**src/rtl/ysyx_23060072_multdiv_if.sv**
```systemverilog
// EX-stage request/response bundle between the pipeline and the multiply/divide unit.
interface ysyx_23060072_multdiv_if #(
  parameter int unsigned WIDTH = 32
);
  logic             valid_i;
  logic [2:0]       op_i;
  logic [WIDTH-1:0] rs1_data_i;
  logic [WIDTH-1:0] rs2_data_i;
  logic             clean_flag_i;
  logic             multdiv_hold_flag_o;
  logic             result_valid_o;
  logic [WIDTH-1:0] result_o;

  // EX stage side: issues operations, consumes stall and result
  modport master (
    output valid_i, op_i, rs1_data_i, rs2_data_i, clean_flag_i,
    input  multdiv_hold_flag_o, result_valid_o, result_o
  );

  // Multiply/divide unit side
  modport slave (
    input  valid_i, op_i, rs1_data_i, rs2_data_i, clean_flag_i,
    output multdiv_hold_flag_o, result_valid_o, result_o
  );
endinterface

```
**src/rtl/ysyx_23060072_multdiv.sv**
```systemverilog
// Iterative RV32M multiply/divide unit: radix-2 shift-add multiply and
// restoring divide, one bit per cycle, with a stall request to the controller.
module ysyx_23060072_multdiv #(
  parameter int unsigned WIDTH = 32,
  parameter int unsigned CNT_W = 5
) (
  input logic                      clk,
  input logic                      rst,
  ysyx_23060072_multdiv_if.slave   bus
);

  localparam int unsigned PW = 2 * WIDTH;
  localparam logic [WIDTH-1:0] ALL_ONES = '1;
  localparam logic [WIDTH-1:0] MIN_NEG  = {1'b1, {(WIDTH-1){1'b0}}};
  localparam logic [CNT_W-1:0] LAST_CNT = CNT_W'(WIDTH - 1);

  typedef enum logic [1:0] {IDLE, BUSY, DONE} state_t;

  state_t           state_q, state_d;
  logic [2:0]       op_q, op_d;
  logic             neg_res_q, neg_res_d;
  logic             neg_rem_q, neg_rem_d;
  logic [WIDTH-1:0] a_q, a_d;
  logic [WIDTH-1:0] b_q, b_d;
  logic [PW-1:0]    prod_q, prod_d;
  logic [WIDTH-1:0] quot_q, quot_d;
  logic [WIDTH-1:0] rem_q, rem_d;
  logic [CNT_W-1:0] cnt_q, cnt_d;
  logic [WIDTH-1:0] result_q, result_d;
  logic             result_valid_q, result_valid_d;

  logic             is_div, a_signed, b_signed, sign_a, sign_b;
  logic [WIDTH-1:0] a_mag, b_mag;
  logic             special;
  logic [WIDTH-1:0] special_val;
  logic [WIDTH:0]   mul_sum;
  logic [PW-1:0]    prod_step, prod_fix;
  logic [WIDTH:0]   div_shift, div_diff;
  logic [WIDTH-1:0] quot_step, rem_step, quot_fix, rem_fix;
  logic [WIDTH-1:0] res_fin;

  // Stall EX while an operation is being accepted or iterated
  assign bus.multdiv_hold_flag_o = bus.valid_i && !bus.clean_flag_i && (state_q != DONE);
  assign bus.result_valid_o      = result_valid_q;
  assign bus.result_o            = result_q;

  // Operand decode: signedness, magnitudes and divide corner cases
  always_comb begin
    is_div   = bus.op_i[2];
    a_signed = is_div ? !bus.op_i[0] : (bus.op_i[1:0] == 2'd1 || bus.op_i[1:0] == 2'd2);
    b_signed = is_div ? !bus.op_i[0] : (bus.op_i[1:0] == 2'd1);
    sign_a   = a_signed && bus.rs1_data_i[WIDTH-1];
    sign_b   = b_signed && bus.rs2_data_i[WIDTH-1];
    a_mag    = sign_a ? WIDTH'(0) - bus.rs1_data_i : bus.rs1_data_i;
    b_mag    = sign_b ? WIDTH'(0) - bus.rs2_data_i : bus.rs2_data_i;
    special     = 1'b0;
    special_val = '0;
    if (is_div && bus.rs2_data_i == '0) begin
      special     = 1'b1;
      special_val = bus.op_i[1] ? bus.rs1_data_i : ALL_ONES;
    end else if (is_div && !bus.op_i[0] && bus.rs1_data_i == MIN_NEG && bus.rs2_data_i == ALL_ONES) begin
      special     = 1'b1;
      special_val = bus.op_i[1] ? '0 : MIN_NEG;
    end
  end

  // One radix-2 step of each datapath plus sign-corrected final result
  always_comb begin
    mul_sum   = {1'b0, prod_q[PW-1:WIDTH]} + (prod_q[0] ? {1'b0, a_q} : '0);
    prod_step = {mul_sum, prod_q[WIDTH-1:1]};
    div_shift = {rem_q, quot_q[WIDTH-1]};
    div_diff  = div_shift - {1'b0, b_q};
    if (!div_diff[WIDTH]) begin
      rem_step  = div_diff[WIDTH-1:0];
      quot_step = {quot_q[WIDTH-2:0], 1'b1};
    end else begin
      rem_step  = div_shift[WIDTH-1:0];
      quot_step = {quot_q[WIDTH-2:0], 1'b0};
    end
    prod_fix = neg_res_q ? PW'(0) - prod_step : prod_step;
    quot_fix = neg_res_q ? WIDTH'(0) - quot_step : quot_step;
    rem_fix  = neg_rem_q ? WIDTH'(0) - rem_step : rem_step;
    case (op_q)
      3'd0:          res_fin = prod_fix[WIDTH-1:0];
      3'd1, 3'd2,
      3'd3:          res_fin = prod_fix[PW-1:WIDTH];
      3'd4, 3'd5:    res_fin = quot_fix;
      default:       res_fin = rem_fix;
    endcase
  end

  // Next-state and next-register logic; flush overrides everything
  always_comb begin
    state_d        = state_q;
    op_d           = op_q;
    neg_res_d      = neg_res_q;
    neg_rem_d      = neg_rem_q;
    a_d            = a_q;
    b_d            = b_q;
    prod_d         = prod_q;
    quot_d         = quot_q;
    rem_d          = rem_q;
    cnt_d          = cnt_q;
    result_d       = result_q;
    result_valid_d = 1'b0;
    case (state_q)
      IDLE: begin
        if (bus.valid_i && !bus.clean_flag_i) begin
          op_d      = bus.op_i;
          neg_res_d = sign_a ^ sign_b;
          neg_rem_d = sign_a;
          a_d       = a_mag;
          b_d       = b_mag;
          prod_d    = {{WIDTH{1'b0}}, b_mag};
          quot_d    = a_mag;
          rem_d     = '0;
          cnt_d     = '0;
          if (special) begin
            state_d        = DONE;
            result_d       = special_val;
            result_valid_d = 1'b1;
          end else begin
            state_d = BUSY;
          end
        end
      end
      BUSY: begin
        prod_d = prod_step;
        quot_d = quot_step;
        rem_d  = rem_step;
        cnt_d  = cnt_q + CNT_W'(1);
        if (cnt_q == LAST_CNT) begin
          state_d        = DONE;
          result_d       = res_fin;
          result_valid_d = 1'b1;
        end
      end
      default: state_d = IDLE;
    endcase
    if (bus.clean_flag_i) begin
      state_d        = IDLE;
      result_d       = result_q;
      result_valid_d = 1'b0;
    end
  end

  // State and datapath registers with synchronous reset
  always_ff @(posedge clk) begin
    if (rst) begin
      state_q        <= IDLE;
      op_q           <= '0;
      neg_res_q      <= 1'b0;
      neg_rem_q      <= 1'b0;
      a_q            <= '0;
      b_q            <= '0;
      prod_q         <= '0;
      quot_q         <= '0;
      rem_q          <= '0;
      cnt_q          <= '0;
      result_q       <= '0;
      result_valid_q <= 1'b0;
    end else begin
      state_q        <= state_d;
      op_q           <= op_d;
      neg_res_q      <= neg_res_d;
      neg_rem_q      <= neg_rem_d;
      a_q            <= a_d;
      b_q            <= b_d;
      prod_q         <= prod_d;
      quot_q         <= quot_d;
      rem_q          <= rem_d;
      cnt_q          <= cnt_d;
      result_q       <= result_d;
      result_valid_q <= result_valid_d;
    end
  end

endmodule

```
**src/flat_wrapper.sv**
```systemverilog
// flat-port wrapper written by rule: the top's interface ports become plain ports
module ysyx_23060072_multdiv_flat 
#(
  parameter int unsigned WIDTH = 32,
  parameter int unsigned CNT_W = 5
)
  (clk, rst, bus_valid_i, bus_op_i, bus_rs1_data_i, bus_rs2_data_i, bus_clean_flag_i, bus_multdiv_hold_flag_o, bus_result_valid_o, bus_result_o);
  ysyx_23060072_multdiv_if #(.WIDTH(WIDTH)) bus_i ();
  input logic clk;
  input logic rst;
  input wire logic [$bits(bus_i.valid_i)-1:0] bus_valid_i;
  input wire logic [$bits(bus_i.op_i)-1:0] bus_op_i;
  input wire logic [$bits(bus_i.rs1_data_i)-1:0] bus_rs1_data_i;
  input wire logic [$bits(bus_i.rs2_data_i)-1:0] bus_rs2_data_i;
  input wire logic [$bits(bus_i.clean_flag_i)-1:0] bus_clean_flag_i;
  output wire logic [$bits(bus_i.multdiv_hold_flag_o)-1:0] bus_multdiv_hold_flag_o;
  output wire logic [$bits(bus_i.result_valid_o)-1:0] bus_result_valid_o;
  output wire logic [$bits(bus_i.result_o)-1:0] bus_result_o;
  assign bus_i.valid_i = bus_valid_i;
  assign bus_i.op_i = bus_op_i;
  assign bus_i.rs1_data_i = bus_rs1_data_i;
  assign bus_i.rs2_data_i = bus_rs2_data_i;
  assign bus_i.clean_flag_i = bus_clean_flag_i;
  assign bus_multdiv_hold_flag_o = bus_i.multdiv_hold_flag_o;
  assign bus_result_valid_o = bus_i.result_valid_o;
  assign bus_result_o = bus_i.result_o;
  ysyx_23060072_multdiv #(.WIDTH(WIDTH), .CNT_W(CNT_W)) u_core (.clk(clk), .rst(rst), .bus(bus_i));
endmodule
```
**config.mk**
```make
export PLATFORM = sky130hd
export DESIGN_NAME = ysyx_23060072_multdiv_flat
export DESIGN_NICKNAME = d
export VERILOG_FILES = /design/src/rtl/ysyx_23060072_multdiv_if.sv /design/src/rtl/ysyx_23060072_multdiv.sv /design/src/flat_wrapper.sv
export SDC_FILE = /design/constraint.sdc
export NUM_CORES = 1
export LEC_CHECK = 0
export BUFFER_PORTS_ARGS = -buffer_cell sky130_fd_sc_hd__buf_2
export CAP_MARGIN = 20
export CELL_PAD_IN_SITES_DETAIL_PLACEMENT = 0
export CELL_PAD_IN_SITES_GLOBAL_PLACEMENT = 1
export CORE_MARGIN = 2
export CORE_UTILIZATION = 43
export CTS_BUF_LIST = sky130_fd_sc_hd__clkbuf_4
export CTS_CLUSTER_DIAMETER = 30
export DETAILED_ROUTE_END_ITERATION = 12
export PLACE_DENSITY_LB_ADDON = 0.1
export SETUP_SLACK_MARGIN = 0.02
export SLEW_MARGIN = 10
export SYNTH_ARGS = -nofsm -noshare
export SYNTH_HDL_FRONTEND = slang
export SYNTH_SLANG_ARGS = --single-unit
```
**constraint.sdc**
```tcl
create_clock -name clk -period 5.4 [get_ports clk]
set_input_delay 0.54 -clock clk [delete_from_list [all_inputs] [get_ports clk]]
set_output_delay 0.54 -clock clk [all_outputs]
set_load 0.005 [all_outputs]
```
# After elaboration in Yosys (flattened, before gate mapping)
# Cells that the tools add are included.
dict set report op_classes {
  addsub 8
  n_eq_ne 15
  mux 37
  bitwise 2
  reduce_logical 22
}
# operator count
set op_table {}
lappend op_table {{two-way mux 32 bit} 15}
lappend op_table {{case mux 32 bit (2 select lines)} 3}
lappend op_table {{two-way mux 64 bit} 2}
lappend op_table {{case mux 64 bit (2 select lines)} 1}
lappend op_table {{subtractor 1 x 32 -> 32 bit, first input constant} 4}
lappend op_table {{case mux 32 bit (3 select lines)} 1}
lappend op_table {{== test 32 bit, second input constant} 2}
lappend op_table {{subtractor 1 x 64 -> 64 bit, first input constant} 1}
lappend op_table {{adder 32 x 33 -> 33 bit} 1}
lappend op_table {{subtractor 33 x 32 -> 33 bit} 1}
lappend op_table {{zero test 32 bit} 1}
lappend op_table {{case mux 5 bit (2 select lines)} 1}
lappend op_table {{logical AND 1 bit} 8}
lappend op_table {{two-way mux 1 bit} 8}
lappend op_table {{== test 3 x 2 -> 1 bit, second input constant} 2}
lappend op_table {{== test 3 bit, second input constant} 2}
lappend op_table {{two-way mux 2 bit} 3}
lappend op_table {{!= test 2 x 1 -> 1 bit, second input constant} 3}
lappend op_table {{AND reduction 2 bit} 3}
lappend op_table {{adder 5 x 1 -> 5 bit, second input constant} 1}
lappend op_table {{== test 5 bit, second input constant} 1}
lappend op_table {{two-way mux 5 bit} 1}
lappend op_table {{AND reduction 5 bit} 1}
lappend op_table {{== test 2 x 1 -> 1 bit, second input constant} 2}
lappend op_table {{other kinds (14)} 16}
dict set report totals {
  regBits 237
  input_bits 71
  out_inout_bits 34
  elab_cells 96
}

# Logic depth before layout (Yosys ltp)
# Gate-level depths: netlist of run 1.
dict set report logic_depth {
  word_depth 9
  ltp_mapped 24
  depth_no_buf 22
}

# Least setup slack after synthesis of run 1
# No wires, ideal clock.
dict set report synth_path {
  path_kind {register -> register}
  startpoint {reg u_core.quot_q[31]}
  endpoint {reg u_core.result_q[26] (netlist: u_core.bus.result_o[26])}
  setup_ns 0.091
  t_arrival_ns 4.899
  required_ns 5.309
  setup_slack_ns 0.410
  stages_incl_launch_ff 23
  n_path_buf 2
  period_less_slack_ns 4.990
  cell_sequence {dfxtp_1 > inv_1 > ha_1 > inv_1 > fa_1 > a211o_1 > a21bo_1 > o211ai_1 > a21oi_1 > o21a_1 > nor2_4 > buf_2 > buf_2 > mux2i_1 > ha_1 > inv_1 > nor4_1 > and3_1 > a31oi_1 > a2111oi_4 > a31oi_1 > mux2i_1 > a311oi_1}
}
dict set report synth_between {
  elab_chain_len 7
  word_cells_on_any_way 10
  classes_between {add/sub (3); mux (7)}
}
# element line
set synth_lines {}
lappend synth_lines {{from (decl)} ysyx_23060072_multdiv.sv:26} ;# logic [WIDTH-1:0] quot_q, quot_d;
lappend synth_lines {{from (signal assigned)} ysyx_23060072_multdiv.sv:170} ;# quot_q <= quot_d;
lappend synth_lines {{subtractor 33 x 32 -> 33 bit} ysyx_23060072_multdiv.sv:72} ;# div_diff = div_shift - {1'b0, b_q};
lappend synth_lines {{two-way mux 32 bit / two-way mux 1 bit (equally long branches)} ysyx_23060072_multdiv.sv:73} ;# if (!div_diff[WIDTH]) begin
lappend synth_lines {{subtractor 1 x 32 -> 32 bit (on tied branches)} {ysyx_23060072_multdiv.sv:82, ysyx_23060072_multdiv.sv:81}}
lappend synth_lines {{two-way mux 32 bit (on tied branches)} {ysyx_23060072_multdiv.sv:82, ysyx_23060072_multdiv.sv:81}}
lappend synth_lines {{case mux 32 bit (3 select lines) (*)} ysyx_23060072_multdiv.sv:83} ;# case (op_q)
lappend synth_lines {{two-way mux 32 bit (*)} ysyx_23060072_multdiv.sv:132} ;# if (cnt_q == LAST_CNT) begin
lappend synth_lines {{case mux 32 bit (2 select lines) (*)} ysyx_23060072_multdiv.sv:106} ;# case (state_q)
lappend synth_lines {{to (signal assigned)} ysyx_23060072_multdiv.sv:173} ;# result_q <= result_d;
lappend synth_lines {{to (decl)} ysyx_23060072_multdiv.sv:29} ;# logic [WIDTH-1:0] result_q, result_d;
# Every way passes the cells marked *; elsewhere a longest branch is shown, timed or not. The select of a mux whose other input is x is not followed.
# A chain may end at the register's enable or synchronous reset.

# Final worst setup path of run 1
dict set report layout_path {
  startpoint {reg u_core.quot_q[31]}
  endpoint {reg u_core.result_q[12] (netlist: u_core.bus.result_o[12])}
}
# The elaborated chain is that of the path after synthesis.

==> metrics.md, run 1 <==
| Metric | Value |
|---|---|
| Post-synth EDFFs | 0 |
| Clock root buffer | clkbuf_4 |
| Clock Sinks | 237 |
| DR DRC count | 0 |
| Buffers on Ports | around 100 |
| Worst Skew | slightly above 60 ps |
| Async set-reset flop share out of synthesis | 0% |
| Leakage | 7.84 nW |
| Fin crit share | 94.2% |
| Hold Path Class | primary input to flop |
| WL/cell | 24.3 um |
| Worst-margin pin slew | 1120 ps |
| Core area | 43200 um2 |
| Final Hold Fails | 0 |
| # IOs | 105 |
| Post-Place Worst Slack | roughly 190 ps |
| Largest net degree at the start of global routing | 134 |
| Placed insts | 3134 |
| RSZ-0062 raised after global routing | no |
| Main flop type after synthesis | dfxtp_1 |
| VDD IR max | 167 uV |
| GPL Wtd Cong | 0.982 |
| Max-slew violation total from the final report | 0 |
| TNS Setup | 0 ps |
| Chip width | around 210 um |
| Vias/cell | 6.26 |
| PD cells | 258 nW/um2 |
| Power consumption | 5.39 mW |
| Slowest CP cell | a221oi_1 |
| Ranking of synthesized cells by area | dfxtp_1, a21oi_1, nand2_1 |
| Mean Syn Cell Area | 7.32 um2 |
| Worst Path Required | roughly 6100 ps |
| Kind of critical path | flop to flop |
| Worst setup margin | roughly 310 ps |
| Final WL | 79.8 mm |
| Final setup fails | 0 |
| Initial antenna violation count | 3 |
| Crit-path leading delay family | compound AO/OA/AOI/OAI gates |
| Global-route wire length before repair | ~120 mm |
| CP Cell Sequence | inv_1 > ha_1 > inv_1 > fa_1 > a211o_1 > a21bo_1 > o211ai_1 > a21oi_1 > o21a_1 > nor2_4 > mux2i_1 > ha_1 > inv_1 > nor4_1 > and3_1 > a21oi_1 > nand2_1 > xor2_1 > a221oi_1 > nor3_1 |
| Maximum fanout along the worst path | 7 |
| DP HPWL | 60.2 mm |
| Crit start category | flop |
| Clk_lat worst skew | 850 ps |
| Mapped Cells | around 2600 |
| Clock buffer count from CTS | 79 |
| Post-Layout Cell Count | approximately 3300 |
| Final #Nets | 2781 |
| Starting Density | 43.7% |
| Area after DPL | 19800 um2 |
| Flip-flop and latch count after synthesis | 237 |
| H-Tree Depth | 3 |
| Max clock buf depth | 3 |
| All-Layer GR Usage | 34.3% |
| Critical Path AT | 5750 ps |
| CP bufs+invs | 3 |
| Count leader, synth | a21oi_1 |
| MaxCap Viol Count | 0 |
| Row Count | 76 |
| Yosys Warn Count | 0 |
| Initial DRT Pass Iterations | 6 |
| TritonCTS clock tree | yes |
| Crit-path most repeated cell | inv_1 |
| Synth Net Count | 2722 |
| Antenna viol nets, final | 0 |
| Synth top area share | between 20% and 30% |
| Element type at the critical path end | flop |
| Vias in the first global route | 18636 |
| Register area share after synthesis | 25.2% |
| Yosys cell types | 93 |
| Area leader, netlist | dfxtp_1 |
| Share of layout cells above drive strength 1 | between 10 and 15% |
| Die Height | 213 um |
| Gr ovfl total | 0 |
| Die ar. | about 46000 um2 |
| Synthesis-to-layout area growth | 10.9% |
| DR vias | 20565 |
| Initial DRC count | ~2200 |
| Synth cell count leaders | a21oi_1, nand2_1, dfxtp_1 |
| Worst path max stage delay | 700 ps |
| Post-Syn Area | 18800 um2 |
| Clock slew at reported path FFs | 60 ps |
| Fin crit period | between 5000 and 6000 ps |
| Final instance area | 20900 um2 |
| Status | finished clean |
| Relative slew margins | around 25% |
| FMAX | 197 MHz |
==> worst register-to-register path, cell delays in order, from the launching register on <==
cell	delay (ps)
dfxtp_1	310
inv_1	50
ha_1	150
inv_1	50
fa_1	420
a211o_1	300
a21bo_1	260
o211ai_1	370
a21oi_1	220
o21a_1	270
nor2_4	170
mux2i_1	330
ha_1	250
inv_1	60
nor4_1	360
and3_1	250
a21oi_1	90
nand2_1	110
xor2_1	100
a221oi_1	700
nor3_1	110
==> cells by family (layout without fill, tap and decap cells) <==
| kind of cell | Yosys count | in the layout | synth area share, % |
|---|---|---|---|
| other cells | 0 | 5 | 0 |
| mux | 43 | 43 | 2.34 |
| fa+ha+maj | 75 | 75 | 5.06 |
| flops | 237 | 237 | 25.2 |
| compound gates | 889 | 889 | 30.2 |
| xor+xnor | 210 | 210 | 9.76 |
| buf+inv | 247 | 365 | 5.07 |
| simple gates | 875 | 875 | 22.4 |
==> report_power, final <==
part | switching [mW] | total, mW | leakage [nW] | internal [mW]
clock network | 0.936 | 1.92 | 0.587 | 0.988
logic | 1.04 | 1.57 | 5.33 | 0.522
registers | 0.0893 | 1.90 | 1.93 | 1.81
==> layer usage <==
layer	wire length, um	track usage, %	vias to the layer above	share of wire (%)
li1	-	-	9615	-
met1	36400	48.5	9862	46
met2	33500	50.2	946	42
met3	7730	9.65	140	9.7
met4	2180	10.6	2	2.7
met5	13	0	-	0.016
==> layout make-up <==
class | instances | area (um2)
clock inverter | 38 | 228
inverter | 68 | 255
tap | 585 | 732
multi-input combinational | 2092 | 13200
timing repair buffer | 157 | 970
antenna | 5 | 12.5
sequential | 237 | 4750
fill | 4570 | 22300
clock buffer | 102 | 766
==> worst paths after layout <==
path                             startpoint                              endpoint  slack [ps]  depth (start not counted)
max          u_core.quot_q[31]$_SDFFE_PP0P_  u_core.bus.result_o[12]$_SDFFE_PP0P_         310                         20
min                             bus_op_i[2]           u_core.op_q[2]$_SDFFE_PP0P_          50                          3
max reg2reg  u_core.quot_q[31]$_SDFFE_PP0P_  u_core.bus.result_o[12]$_SDFFE_PP0P_         310                         20
min reg2reg      u_core.a_q[2]$_SDFFE_PP0P_            u_core.a_q[2]$_SDFFE_PP0P_         450                          2
==> state kept, by name, summed over array words and instances, names as in the netlist <==
signal,flops
u_core.state_q,2
u_core.neg_rem_q,1
u_core.prod_q,64
u_core.op_q,3
u_core.a_q,32
u_core.b_q,32
u_core.cnt_q,5
u_core.neg_res_q,1
u_core.bus.result_valid_o,1
u_core.quot_q,32
u_core.bus.result_o,32
u_core.rem_q,32
==> placed cells by master (no fill, tap or decap), types with 17 or more instances in the layout <==
cell	Yosys	final
a21o_1	23	23
nand4_1	28	28
inv_1	67	67
buf_2	16	103
a22oi_1	60	60
o21ai_0	155	154
or4_1	20	20
xor2_1	117	117
o41ai_1	22	22
xnor2_1	93	93
o211ai_1	28	28
o31ai_1	44	44
nand2_1	291	291
dfxtp_1	237	236
mux2i_1	34	34
nor4_1	23	23
nor2_1	209	207
or3_1	20	19
a211oi_1	32	32
nand3_1	75	75
a21oi_1	311	311
a31oi_1	49	49
nand2b_1	24	23
ha_1	73	73
and2_1	57	57
buf_4	0	47
clkbuf_4	0	102
nor3_1	46	45
a311oi_1	17	17
clkinv_1	0	19
==> repair_timing <==
item                                    4_1_cts  5_1_grt
buffers inserted                              0        2
endpoints found under the setup margin        0        7
gates resized for setup                       0        2
hold buffers                                  3        0
hold endpoints to repair                      3        0
==> metrics by stage <==
| stage | util [%] | hold slack (ps) |
|---|---|---|
| after floorplan | - | 429 |
| after global placement | 46.0 | 440 |
| after detailed placement | 46.0 | 443 |
| after CTS | 48.3 | 3.30 |
| after global routing | 48.4 | 58.6 |
| final | 48.4 | 54.6 |
(Power assumes the default switching activity.)
==> inputs of run 2 (changes only) <==
CORE_UTILIZATION = 47   (was 43)
clock period = 4.95 ns   (was 5.4 ns; I/O delays follow)
==> run 2 against run 1 <==
Critical path type unchanged. Sequential cell count unchanged. Wire length is 1.2% lower. Critical endpoint is now u_core.bus.result_o[30]$_SDFFE_PP0P_. Clock power increased by 5%. Setup slack worse by 85 ps. Largest power group is now sequential cells. Global-route usage rose by 2.9 points. Utilization grew 5.1 points.
==> metrics.md, run 2 (synthesis results as in run 1) <==
| Metric | Value |
|---|---|
| TritonCTS clock tree | yes (unchanged) |
| Worst path max stage delay | 880 ps (was 700 ps) |
| H-Tree Depth | 3 (unchanged) |
| Max clock buf depth | 3 (unchanged) |
| Worst r2r dst | u_core.bus.result_o[30]$_SDFFE_PP0P_ (was u_core.bus.result_o[12]$_SDFFE_PP0P_) |
| Element type at the critical path end | flop (unchanged) |
| Worst R2R Start | u_core.prod_q[0]$_SDFFE_PP0P_ (was u_core.quot_q[31]$_SDFFE_PP0P_) |
| Relative slew margins | 28.0% (was 25.4%) |
| Status | finished clean (unchanged) |
| Initial DRC count | 2455 (was 2241) |
| Max reg flops | 64 (unchanged) |
| Placed insts | 3117 (was 3134) |
| Row Count | 73 (was 76) |
| Clk_lat worst skew | 840 ps (was 850 ps) |
| Worst Path Required | 5640 ps (was 6060 ps) |
| Gr ovfl total | 0 (unchanged) |
| Area after DPL | 20100 um2 (was 19800 um2) |
| Global-route wire length before repair | 118 mm (was 117 mm) |
| Vias/cell | 6.42 (was 6.26) |
| Final WL | 78.8 mm (was 79.8 mm) |
| WL/cell | 24.1 um (was 24.3 um) |
| Max-slew violation total from the final report | 0 (unchanged) |
| Worst Hold End | u_core.bus.result_o[5]$_SDFFE_PP0P_ (was u_core.op_q[2]$_SDFFE_PP0P_) |
| Crit-path most repeated cell | a21oi_1 (was inv_1) |
| DR DRC count | 0 (unchanged) |
| DP HPWL | 60.3 mm (was 60.2 mm) |
| Buffers on Ports | 104 (unchanged) |
| Hold_sp | bus_rs1_data_i[5] (was bus_op_i[2]) |
| Die Height | 204 um (was 213 um) |
| RSZ-0062 raised after global routing | yes (was no) |
| Finished Core Util | 53.5% (was 48.4%) |
| Clock root buffer | clkbuf_4 (unchanged) |
| VDD IR max | 166 uV (was 167 uV) |
| Slowest CP cell | o311ai_1 (was a221oi_1) |
| Die ar. | 41700 um2 (was 45500 um2) |
| FF-to-FF setup slack | 230 ps (was 310 ps) |
| FILL cells | 4004 (was 4570) |
| Core area | 39600 um2 (was 43200 um2) |
| Clock Sinks | 237 (unchanged) |
| PD cells | 277 nW/um2 (was 258 nW/um2) |
| Leakage | 8.06 nW (was 7.84 nW) |
| GPL Wtd Cong | 1.00 (was 0.982) |
| Initial DRT Pass Iterations | 5 (was 6) |
| CP Cell Sequence | buf_12 > and2_1 > ha_1 > a21oi_1 > o21ai_1 > o311ai_2 > o311ai_1 > a211oi_1 > xnor2_1 > a2111o_1 > nor3_1 > mux2i_1 > o221a_2 > a21oi_1 (was inv_1 > ha_1 > inv_1 > fa_1 > a211o_1 > a21bo_1 > o211ai_1 > a21oi_1 > o21a_1 > nor2_4 > mux2i_1 > ha_1 > inv_1 > nor4_1 > and3_1 > a21oi_1 > nand2_1 > xor2_1 > a221oi_1 > nor3_1) |
| Final #Nets | 2828 (was 2781) |
| TNS Setup | 0 ps (unchanged) |
| Worst hold path depth | 3 (unchanged) |
| Final instance area | 21200 um2 (was 20900 um2) |
| Starting Density | 47.5% (was 43.7%) |
| Worst-margin pin slew | 1070 ps (was 1120 ps) |
| Commonest non-fill, non-tap cell in the layout | a21oi_1 (unchanged) |
| Hold slack | 68.7 ps (was 54.6 ps) |
| FMAX | 212 MHz (was 197 MHz) |
| Fin crit share | 95.4% (was 94.2%) |
| Antenna viol nets, final | 0 (unchanged) |
| Share of layout cells above drive strength 1 | 14.2% (was 12.4%) |
| Vias in the first global route | 19317 (was 18636) |
| Depth of the most critical reg-to-reg path | 14 (was 20) |
| Final Hold Fails | 0 (unchanged) |
| Hold Path Class | primary input to flop (unchanged) |
| Worst Skew | 65.5 ps (was 60.6 ps) |
| Clock slew at reported path FFs | 70 ps (was 60 ps) |
| MaxCap Viol Count | 0 (unchanged) |
| Largest net degree at the start of global routing | 127 (was 134) |
| Critical Path AT | 5410 ps (was 5750 ps) |
| DR vias | 20960 (was 20565) |
| Final setup fails | 0 (unchanged) |
| Crit start category | flop (unchanged) |
| Maximum fanout along the worst path | 26 (was 7) |
| Chip width | 204 um (was 213 um) |
| Most frequent cells in the layout | a21oi_1, nand2_1, dfxtp_1 (unchanged) |
| Initial antenna violation count | 6 (was 3) |
| # IOs | 105 (unchanged) |
| Kind of critical path | flop to flop (unchanged) |
| Clock buffer count from CTS | 80 (was 79) |
| All-Layer GR Usage | 37.1% (was 34.3%) |
| Synthesis-to-layout area growth | 12.6% (was 10.9%) |
| Post-Layout Cell Count | 3265 (was 3284) |
| Biggest register | u_core.prod_q (unchanged) |
| Fin crit period | 4720 ps (was 5090 ps) |
==> run 2: changes by cell type in the layout (fill, tap and decap cells not counted), sizes merged <==
cell,before,now
dlygate4sd3,3,4
clkinv,33,28
inv,69,71
clkbuf,102,101
buf,154,199
bufinv,2,1
==> run 2: timing repair <==
action                                  CTS  global route
buffers inserted                          0             3
pin swaps                                 1             3
hold buffers                              4             0
hold endpoints to repair                  4             0
gates cloned                              0             0
gates resized for setup                   3            15
endpoints found under the setup margin    7            16
==> run 2: routing by layer <==
metal	up-vias	track usage, %	wire (um)	part of all wire (%)
li1	9705	-	-	-
met1	10006	52.5	34800	44
met2	1098	54.8	33300	42
met3	149	9.84	8550	11
met4	2	11.4	2220	2.8
met5	-	0	13	0.016
==> run 2: worst max-delay path, delay by kind of cell, from the launching register on <==
kind                       cells  cell delay [ps]
AOI/OAI and AO/OA              8             2580
muxes                          1              340
DFF                            1              400
and+or+nand+nor                2              400
xor gates and xnor gates       1              220
adders and majority gates      1              460
buffers and inverters          1              210
==> run 2: cell type report <==
type                       count  area (um2)  share of cell area, %
antenna                        5        12.5                 0.0590
inverter                      68         255                   1.20
sequential                   237        4750                   22.4
tap                          525         657                   3.10
clock buffer                 101         758                   3.57
timing repair buffer         203        1330                   6.29
multi-input combinational   2092       13300                   62.5
clock inverter                34         186                  0.879
==> run 2: power by group <==
part / switching (mW) / internal [mW] / total [mW]
Sequential: 0.0959 / 1.98 / 2.07
Clock: 0.990 / 1.02 / 2.01
Combinational: 1.19 / 0.617 / 1.80
==> run 2: metrics by stage <==
| stage | total power [mW] | setup slack [ps] |
|---|---|---|
| 6_report | 5.88 | 226 |
| 5_1_grt | 6.14 | 15.8 |
| 4_1_cts | 5.81 | 26.7 |
| 3_5_place_dp | 3.80 | -181 |
| 3_3_place_gp | 3.80 | 57.6 |
| 2_1_floorplan | 3.15 | 41.7 |
==> run 2: worst max-delay path by stage <==
| stage | from | end | depth (start not counted) |
|---|---|---|---|
| after CTS | u_core.quot_q[31]$_SDFFE_PP0P_ | u_core.bus.result_o[14]$_SDFFE_PP0P_ | 20 |
| after floorplan | u_core.quot_q[31]$_SDFFE_PP0P_ | u_core.bus.result_o[26]$_SDFFE_PP0P_ | 22 |
| after global routing | u_core.quot_q[31]$_SDFFE_PP0P_ | u_core.bus.result_o[28]$_SDFFE_PP0P_ | 24 |
| after global placement | u_core.quot_q[31]$_SDFFE_PP0P_ | u_core.bus.result_o[12]$_SDFFE_PP0P_ | 20 |
| after detailed placement | u_core.b_q[9]$_SDFFE_PP0P_ | u_core.bus.result_o[12]$_SDFFE_PP0P_ | 20 |
| final | u_core.prod_q[0]$_SDFFE_PP0P_ | u_core.bus.result_o[30]$_SDFFE_PP0P_ | 14 |
==> inputs of run 3 (changes only) <==
CORE_ASPECT_RATIO = 0.9   (was not set)
CORE_UTILIZATION = 40   (was 47)
==> run 3 against run 2 <==
Final cell count up 2.8%. Combinational power is essentially flat. Utilization fell by 7.8 points. Clock-buffer cell count is 1 higher. Die area up 17%. Clock skew up 1.1 ps.
==> metrics.md, run 3 (synthesis results as in run 1) <==
| Metric | Value |
|---|---|
| Status | finished clean (unchanged) |
| TritonCTS clock tree | yes (unchanged) |
| Worst Path Required | 5610 ps (was 5640 ps) |
| Chip width | 233 um (was 204 um) |
| Element type at the critical path end | flop (unchanged) |
| All-Layer GR Usage | 33.0% (was 37.1%) |
| Row Count | 75 (was 73) |
| Post-Layout Cell Count | 3358 (was 3265) |
| Final instance area | 21300 um2 (was 21200 um2) |
| Critical Path AT | 5330 ps (was 5410 ps) |
| MaxCap Viol Count | 0 (unchanged) |
| Most frequent cells in the layout | a21oi_1, nand2_1, dfxtp_1 (unchanged) |
| DR vias | 20798 (was 20960) |
| Post-Place Worst Slack | -29.7 ps (was -181 ps) |
| H-Tree Depth | 3 (unchanged) |
| Worst path max stage delay | 560 ps (was 880 ps) |
| Power consumption | 5.83 mW (was 5.88 mW) |
| Relative slew margins | 23.3% (was 28.0%) |
| Seq pwr share | 35.6% (was 35.2%) |
| FMAX | 214 MHz (was 212 MHz) |
| Gr ovfl total | 0 (unchanged) |
| Starting Density | 40.5% (was 47.5%) |
| Max reg flops | 64 (unchanged) |
| Clock Sinks | 237 (unchanged) |
| Maximum fanout along the worst path | 8 (was 26) |
| FILL cells | 4977 (was 4004) |
| Vias in the first global route | 18790 (was 19317) |
| Fin crit period | 4670 ps (was 4720 ps) |
| Worst Skew | 66.6 ps (was 65.5 ps) |
| PD cells | 274 nW/um2 (was 277 nW/um2) |
| Crit-path most repeated cell | or4_4 (was a21oi_1) |
| Slowest CP cell | or4_4 (was o311ai_1) |
| Final WL | 82.4 mm (was 78.8 mm) |
| # IOs | 105 (unchanged) |
| Final setup fails | 0 (unchanged) |
| VDD IR max | 126 uV (was 166 uV) |
| Max-slew violation total from the final report | 0 (unchanged) |
| DR DRC count | 0 (unchanged) |
| Fin crit share | 94.4% (was 95.4%) |
| Placed insts | 3215 (was 3117) |
| Net Switching | 2.25 mW (was 2.27 mW) |
| Vias/cell | 6.19 (was 6.42) |
| RSZ-0062 raised after global routing | no (was yes) |
| Worst-margin pin slew | 1140 ps (was 1070 ps) |
| Antenna viol nets, final | 0 (unchanged) |
| Clock buffer count from CTS | 79 (was 80) |
| Die Height | 210 um (was 204 um) |
| Leakage | 8.05 nW (was 8.06 nW) |
| WL/cell | 24.5 um (was 24.1 um) |
| Initial DRC count | 2318 (was 2455) |
| GPL Wtd Cong | 0.998 (was 1.00) |
| DP HPWL | 62.9 mm (was 60.3 mm) |
| Clock root buffer | clkbuf_4 (unchanged) |
| Max clock buf depth | 3 (unchanged) |
| Synthesis-to-layout area growth | 12.8% (was 12.6%) |
| Clock slew at reported path FFs | 60 ps (was 70 ps) |
| Crit start category | flop (unchanged) |
| Die ar. | 48900 um2 (was 41700 um2) |
| Worst setup margin | 278 ps (was 226 ps) |
| Final #Nets | 2831 (was 2828) |
| Clk_lat worst skew | 840 ps (about the same) |
| Biggest register | u_core.prod_q (unchanged) |
| Share of layout cells above drive strength 1 | 14.0% (was 14.2%) |
| Sw Ratio | 38.5% (was 38.6%) |
| Area after DPL | 20200 um2 (was 20100 um2) |
| Clock Power Share | 34.0% (was 34.1%) |
| CP Cell Sequence | and2_1 > ha_1 > fa_1 > a21o_1 > nand4_1 > nand3_2 > or4_4 > or4_4 > or3b_4 > o41ai_1 > xor2_1 > a21oi_1 > o21ai_0 > a311oi_1 (was buf_12 > and2_1 > ha_1 > a21oi_1 > o21ai_1 > o311ai_2 > o311ai_1 > a211oi_1 > xnor2_1 > a2111o_1 > nor3_1 > mux2i_1 > o221a_2 > a21oi_1) |
| Internal Dissipation | 3.59 mW (was 3.61 mW) |
| Global-route wire length before repair | 121 mm (was 118 mm) |
| Final Hold Fails | 0 (unchanged) |
| Core area | 46500 um2 (was 39600 um2) |
| Buffers on Ports | 104 (unchanged) |
| Initial DRT Pass Iterations | 6 (was 5) |
| Kind of critical path | flop to flop (unchanged) |
| Hold Path Class | primary input to flop (unchanged) |
| Commonest non-fill, non-tap cell in the layout | a21oi_1 (unchanged) |
| Gate power share | 30.4% (was 30.6%) |
| Initial antenna violation count | 9 (was 6) |
| Largest net degree at the start of global routing | 134 (was 127) |
run 3: cell types whose count changed in the layout (fill, tap and decap cells not counted), moves of 2 or more:
cell      before  now
buf_12         4    2
buf_4         90   97
clkinv_1      16   20
clkinv_2      12    8
inv_6          2    0
nor4_2         1    3
xor2_1       115  117
xor2_2         2    0
run 3: final timing paths:
check	from	cells past startpoint	slack [ps]	end
max	u_core.prod_q[0]$_SDFFE_PP0P_	14	280	u_core.bus.result_o[16]$_SDFFE_PP0P_
min	bus_rs1_data_i[5]	3	80	u_core.bus.result_o[5]$_SDFFE_PP0P_
max reg2reg	u_core.prod_q[0]$_SDFFE_PP0P_	14	280	u_core.bus.result_o[16]$_SDFFE_PP0P_
min reg2reg	u_core.a_q[21]$_SDFFE_PP0P_	2	450	u_core.a_q[21]$_SDFFE_PP0P_
run 3: area by class of cell:
class / instances / area [um2] / share of cell area, %
well taps: 616 / 771 / 3.62
multi-input cells: 2092 / 13200 / 62.2
clock inverters: 31 / 156 / 0.736
inverters: 68 / 255 / 1.20
clock buffers: 102 / 766 / 3.60
diodes: 5 / 12.5 / 0.0588
flip-flops and latches: 237 / 4750 / 22.3
repair buffers: 207 / 1340 / 6.28
run 3: metal layers:
layer	vias to the layer above	wire length, um	track usage [%]
li1	9703	-	-
met1	10019	38400	48.1
met2	956	33800	47.0
met3	116	8520	9.95
met4	4	1720	7.91
met5	-	23	0
run 3: worst max-delay path: cells and delay by family, from the launching register on:
family / cells / cell delay (ps)
simple gates: 6 / 2040
compound gates: 5 / 1030
fa+ha+maj: 2 / 630
xor+xnor: 1 / 440
flops: 1 / 390
run 3: timing repair:
item,in CTS,in global routing
endpoints found under the setup margin,4,19
hold buffers,4,0
gates resized for setup,1,9
hold endpoints to repair,4,0
buffers inserted,0,1
pin swaps,0,1
run 3: per-stage QoR:
step / hold slack (ps) / setup TNS (ps) / util, %
2_1_floorplan: 429 / 0 / -
3_3_place_gp: 440 / 0 / 43.5
3_5_place_dp: 444 / -57.8 / 43.5
4_1_cts: 14.5 / 0 / 45.6
5_1_grt: 12.5 / 0 / 45.7
6_report: 79.9 / 0 / 45.7
run 3: power groups by stage:
stage / logic (mW) / clock network, mW / registers, mW
after floorplan: 1.09 / 0 / 2.07
after global placement: 1.69 / 0 / 2.11
after detailed placement: 1.70 / 0 / 2.11
after CTS: 1.71 / 2.02 / 2.07
after global routing: 1.88 / 2.13 / 2.08
final: 1.77 / 1.98 / 2.08
